**config.mk**
```make
export PLATFORM = sky130hd
export DESIGN_NAME = alu32_core
export DESIGN_NICKNAME = d
export VERILOG_FILES = /design/src/rtl/alu32_core.sv
export SDC_FILE = /design/constraint.sdc
export NUM_CORES = 1
export LEC_CHECK = 0
export ABC_AREA = 1
export CAP_MARGIN = 20
export CORE_MARGIN = 2
export CORE_UTILIZATION = 45
export CTS_CLUSTER_SIZE = 25
export DETAILED_ROUTE_END_ITERATION = 16
export DONT_BUFFER_PORTS = 1
export SYNTH_ARGS = -nofsm -noshare
export SYNTH_HDL_FRONTEND = slang
export SYNTH_SLANG_ARGS = --single-unit
```
**constraint.sdc**
```tcl
create_clock -name clk -period 3.1 [get_ports clk]
set_input_delay 0.31 -clock clk [delete_from_list [all_inputs] [get_ports clk]]
set_output_delay 0.31 -clock clk [all_outputs]
set_load 0.01 [all_outputs]
```
**src/rtl/alu32_core.sv**
```systemverilog
// 32-bit ALU with a single registered output stage: add/sub, compares and shifts.
// Outputs hold their previous values on idle cycles; out_valid marks fresh results.
module alu32_core #(
    parameter int unsigned WIDTH = 32,
    parameter int unsigned OPW   = 6
) (
    input  logic             clk,
    input  logic             rst_n,
    input  logic             in_valid,
    input  logic [WIDTH-1:0] a,
    input  logic [WIDTH-1:0] b,
    input  logic [OPW-1:0]   opCode,
    output logic             out_valid,
    output logic [WIDTH-1:0] ans1,
    output logic             ans2,
    output logic             Z,
    output logic             N,
    output logic             illegal
);

    localparam int unsigned SHW = $clog2(WIDTH);

    localparam logic [OPW-1:0] OpAdd = OPW'(6'b000000);
    localparam logic [OPW-1:0] OpSub = OPW'(6'b000001);
    localparam logic [OPW-1:0] OpEq  = OPW'(6'b100000);
    localparam logic [OPW-1:0] OpNe  = OPW'(6'b100001);
    localparam logic [OPW-1:0] OpLe  = OPW'(6'b100010);
    localparam logic [OPW-1:0] OpGt  = OPW'(6'b100011);
    localparam logic [OPW-1:0] OpLls = OPW'(6'b110000);
    localparam logic [OPW-1:0] OpArs = OPW'(6'b110001);
    localparam logic [OPW-1:0] OpLrs = OPW'(6'b110010);

    logic [WIDTH:0]   sum_ext;
    logic [WIDTH:0]   diff_ext;
    logic [SHW-1:0]   shamt;
    logic [WIDTH-1:0] res;
    logic             carry;
    logic             ill;

    logic             out_valid_d, out_valid_q;
    logic [WIDTH-1:0] ans1_d, ans1_q;
    logic             ans2_d, ans2_q;
    logic             z_d, z_q;
    logic             n_d, n_q;
    logic             illegal_d, illegal_q;

    // Extra top bit of the widened add/sub is the carry-out / borrow.
    assign sum_ext  = {1'b0, a} + {1'b0, b};
    assign diff_ext = {1'b0, a} - {1'b0, b};
    assign shamt    = b[SHW-1:0];

    always_comb begin
        res   = '0;
        carry = 1'b0;
        ill   = 1'b0;
        case (opCode)
            OpAdd: begin
                res   = sum_ext[WIDTH-1:0];
                carry = sum_ext[WIDTH];
            end
            OpSub: begin
                res   = diff_ext[WIDTH-1:0];
                carry = diff_ext[WIDTH];
            end
            OpEq:    res = {{(WIDTH-1){1'b0}}, (a == b)};
            OpNe:    res = {{(WIDTH-1){1'b0}}, (a != b)};
            OpLe:    res = {{(WIDTH-1){1'b0}}, ($signed(a) <= $signed(b))};
            OpGt:    res = {{(WIDTH-1){1'b0}}, ($signed(a) > $signed(b))};
            OpLls:   res = a << shamt;
            OpLrs:   res = a >> shamt;
            OpArs:   res = WIDTH'($signed(a) >>> shamt);
            default: ill = 1'b1;
        endcase
    end

    always_comb begin
        out_valid_d = in_valid;
        ans1_d      = ans1_q;
        ans2_d      = ans2_q;
        z_d         = z_q;
        n_d         = n_q;
        illegal_d   = illegal_q;
        if (in_valid) begin
            ans1_d    = res;
            ans2_d    = carry;
            z_d       = (res == '0);
            n_d       = res[WIDTH-1];
            illegal_d = ill;
        end
    end

    always_ff @(posedge clk) begin
        if (!rst_n) begin
            out_valid_q <= 1'b0;
            ans1_q      <= '0;
            ans2_q      <= 1'b0;
            z_q         <= 1'b0;
            n_q         <= 1'b0;
            illegal_q   <= 1'b0;
        end else begin
            out_valid_q <= out_valid_d;
            ans1_q      <= ans1_d;
            ans2_q      <= ans2_d;
            z_q         <= z_d;
            n_q         <= n_d;
            illegal_q   <= illegal_d;
        end
    end

    assign out_valid = out_valid_q;
    assign ans1      = ans1_q;
    assign ans2      = ans2_q;
    assign Z         = z_q;
    assign N         = n_q;
    assign illegal   = illegal_q;

endmodule

```
# Word level (Yosys, flattened, before mapping)
# Index checks and enable logic that the tools add are counted.
[totals] reg_bits=37 inputBits=73 out_inout_bits=37 word_cells=29
[op_classes] addsub=2 magnitude_cmp=2 n_eq_ne=10 shifts=3 muxes=3 n_reduce_logical=3
[op_table] op="case mux 32 bit (9 select lines)" count=1
[op_table] op="equality test 6 bit, second input constant" count=7
[op_table] op="adder 32 x 32 -> 33 bit" count=1
[op_table] op="subtractor 32 x 32 -> 33 bit" count=1
[op_table] op="equality test 32 bit" count=1
[op_table] op="> comparator 32 bit" count=1
[op_table] op="less-or-equal comparator 32 bit" count=1
[op_table] op="zero test 32 bit" count=1
[op_table] op="inequality test 32 bit" count=1
[op_table] op="left shift 32 x 5 -> 32 bit" count=1
[op_table] op="right shift 32 x 5 -> 32 bit" count=1
[op_table] op=">>> shifter 32 x 5 -> 32 bit" count=1
[op_table] op="OR reduction 9 bit" count=1
[op_table] op="equality test 6 x 1 -> 1 bit, second input constant" count=1
[op_table] op="zero test 6 bit" count=1
[op_table] op="case mux 1 bit (2 select lines)" count=1
[op_table] op="two-way mux 1 bit" count=1

# Longest topological paths before layout
[logic_depth] ltp_word=3 mapped_depth=24 ltp_nobuf=21

# Worst setup path after synthesis
# OpenSTA, ideal clock, no wires.
[synth_path] path_kind="input to register" from="input port b[2]" to="register z_q, in the netlist Z" setup_ns=0.059 t_arrival_ns=2.557 required_time_ns=3.041 slack_ns=0.485 cell_stages=23 path_buffers=4 path_cell_list="buf_4 inv_1 buf_2 buf_2 ha_1 buf_2 inv_1 nand2_1 nand2_1 nand3_1 nand2_1 nand2_1 nand3b_1 nand2_1 nand2_1 nand2_1 nand2_1 nor2_1 nor2_1 nand3_1 nor2_1 nand4_1 nand2_1"
[synth_via] elab_chain_len=3 word_cells_on_any_way=11 classes_between="add/sub: 2; order compare: 2; eq/ne: 2; shift: 3; mux: 1; reduce/logical: 1"
[synth_rtl] element="start: declaration" line="11" rtl="input logic [WIDTH-1:0] b,"
[synth_rtl] element="subtractor 32 x 32 -> 33 bit, or another cell as far along" line="49" rtl="assign diff_ext = {1'b0, a} - {1'b0, b};"
[synth_rtl] element="case mux 32 bit (9 select lines) (*)" line="56" rtl="case (opCode)"
[synth_rtl] element="zero test 32 bit (*)" line="86" rtl="z_d = (res == '0);"
[synth_rtl] element="end signal: assignment" line="104" rtl="z_q <= z_d;"
[synth_rtl] element="end: declaration" line="43" rtl="logic z_d, z_q;"
# Every way passes the cells marked *; elsewhere a longest branch is shown, timed or not.
# A chain may end at the register's enable or synchronous reset.

# Worst setup path after layout
# Same ends and word-level chain as after synthesis.

==> impl_results.md <==
* Highest-delay cell along the critical path: ha_1
* Post-Syn Area at 10,050 µm²
* Kind of critical path: input pin to flop
* Worst path cell trace: inv_2, ha_1, buf_4, inv_1, nand2_1, nand2_1, nand2_1, inv_1, nand2_1, nand3_1, nand2_1, nand3_1, nand2_1, a21oi_1, nand2_1, nor2_1, nand3_1, nor2_1, nand4_1, nand2_1
* Total Die Area at 23,550 µm²
* Avg Inst Size Synth at 5.061 µm²
* Ant. Diodes at 0
* Buffers on Ports at 0
* Top-level I/O count at 110
* Rel. slew slack at 0.5631
* Final Power at 2558 µW
* Worst Hold Launch: in_valid
* Routed vias/inst at 5.959
* Clock skew at 0 ns
* Outcome: completed
* Area delta synth->final at 3.847%
* CTS resizes at 0
* Commonest non-fill, non-tap cells in the layout: nand2_1, nand3_1, inv_1, nor2_1, a21oi_1
* Non-Filler Instances at 2,232
* Row count at 54
* WL final at 47,470 µm
* Reg2reg path depth at 4
* Worst path depth at 20
* H-tree lvl count at 2
* Hold WC Path Type: input pin to flop
* Drt wl/cell at 21.27 µm
* TritonCTS clock tree: done
* Starting Density at 0.4591
* Bufs on Longest Clock Path at 2
* Antenna violations before repair at 0
* Die span in x at 153.5 µm
* Crit path max-delay family: simple AND/OR/NAND/NOR gates
* Slew @ Worst Pin at 0.6554 ns
* Leakage at 0.005612 µW
* Final net count at 2,091
* Worst Hold Depth at 1
* Setup TNS at 0 ns
* Worst path required time at 3.33 ns
* CP Launch Type: input pin
* Max_cap viols at 0
* Clock Pin Slew Worst Setup and Hold Paths at 0.06 ns
* Hold Slack at 0.1420 ns
* Clk sinks at 36
* Post-CTS Setup Inserts at 0
* Root Driver: clkbuf_16
* Via count at 13,300
* GRT Util Overall at 0.3871
* Post-route worst setup slack at 0.3078 ns
* WP data arrival at 3.02 ns
* Core area at 21,890 µm²
* 1st-pass router iterations at 6
* Syn nets at 2,126
* Clock Latency Late Sink at 0.28 ns
* DRC viols at 0
* Library cells used by synthesis at 44
* Hold Fails Final Rpt at 0
* Yosys warnings at 0
* Slew Limit Fails at 0
* Grt ovf at 0
* Post-Place Worst Slack at 0.1718 ns
* CTS Hold Bufs at 0
* R2r startpoint: ans1[31]
* Tcrit/Tclk final at 0.9007
* Crit Path Max Fanout at 64
* Post-Synthesis Cells at 1,986
* Flops & latches, synth at 36
* Dpl hpwl at 39,460 µm
* Setup violation total in the final timing report at 0
* Maximum VDD drop at 200.4 µV
* Min Tclk post-route at 2.792 ns
* RSZ-0062 raised after global routing: false
* Num CTS Buffers at 5
* Vias in the first global route at 12,310
* Die height at 153.5 µm
* GPL Wtd Cong at 1.006
* First-pass GRT wire length at 70,690 µm
* Pin count of the biggest net entering global routing at 65
* DRT antenna net count at 0
* CP endpoint kind: flop
* Placed cell count at 2,223
* Pwr dens at 245.1 nW/µm²
* Initial DRC Count at 1,607
* Seq/Total Area, Yosys at 0.07170
* WP buf/inv at 4
* Share of cells above drive strength 1 at 0.05328
* Most frequent CP cell: nand2_1
* Worst Setup SP: b[2]
* Commonest non-fill, non-tap cell in the layout: nand2_1
* CP peak stage delay at 0.34 ns
* F_max at 358.1 MHz
-- stage by stage --
stage,instance area (µm²),util
3_3_place_gp,10260,0.4686
2_1_floorplan,10050,-
5_1_grt,10440,0.4768
6_report,10440,0.4768
4_1_cts,10420,0.4761
3_5_place_dp,10260,0.4686
-- state kept, by name, indices dropped and copies added, names as in the netlist --
name,count
out_valid,1
illegal,1
Z,1
ans1,32
ans2,1
-- cell type report --
cell class / instances / area (µm²)
clock buffer: 6 / 128.9
clock inverter: 2 / 35.03
fill: 2556 / 11450
inverter: 215 / 812.0
multi-input combinational: 1645 / 8010
sequential: 36 / 720.7
tap: 280 / 350.3
timing repair buffer: 48 / 380.4
-- per-layer routing --
| layer | global-route usage | vias to the layer above | wire length, µm |
|---|---|---|---|
| met5 | 0 | - | 0 |
| met4 | 0.1520 | 0 | 2045 |
| met3 | 0.06323 | 102 | 4057 |
| met2 | 0.6363 | 642 | 21650 |
| met1 | 0.5066 | 6106 | 19720 |
| li1 | - | 6450 | - |
-- logic make-up after synthesis --
logic type | synth area share
simple gates | 0.5868
buf+inv | 0.1318
compound gates | 0.1230
fa+ha+maj | 0.08490
flops | 0.07170
xor+xnor | 0.001743
-- where the power goes --
| group | internal [µW] | switching, µW | leakage, µW | total, µW |
|---|---|---|---|---|
| Sequential | 478 | 18.1 | 0.000293 | 496 |
| Combinational | 455 | 1040 | 0.00524 | 1500 |
| Clock | 378 | 188 | 0.0000808 | 566 |
-- final timing paths --
kind              slack, ns       end
hold reg to reg        0.52         Z
setup / recovery       0.31         Z
setup reg to reg       2.31  ans1[31]
hold / removal         0.14      ans2
-- synthesized netlist by cell type (all sizes together) --
master	number	area, µm²
buf	65	417.9
or2	5	31.28
inv	213	804.5
clkbuf	25	95.09
o211ai	7	52.55
nor4	4	25.02
nor2	191	744.5
a22o	15	131.4
a31oi	4	25.02
nand3b	1	7.510
o21bai	11	82.58
nor3b	1	12.51
o21ai	80	404.1
clkinv	2	7.510
xor2	2	17.52
nand4	23	150.1
o311ai	1	8.760
o22ai	1	6.260
nor3	14	70.07
a21oi	96	480.5
nand3	454	2282
nand2	647	2479
dfxtp	36	720.7
a21o	3	22.52
o21a	2	15.01
fa	2	40.04
and2	15	96.34
ha	65	813.3
a21boi	1	7.510
No activity file was read; power rests on OpenSTA's default activity.
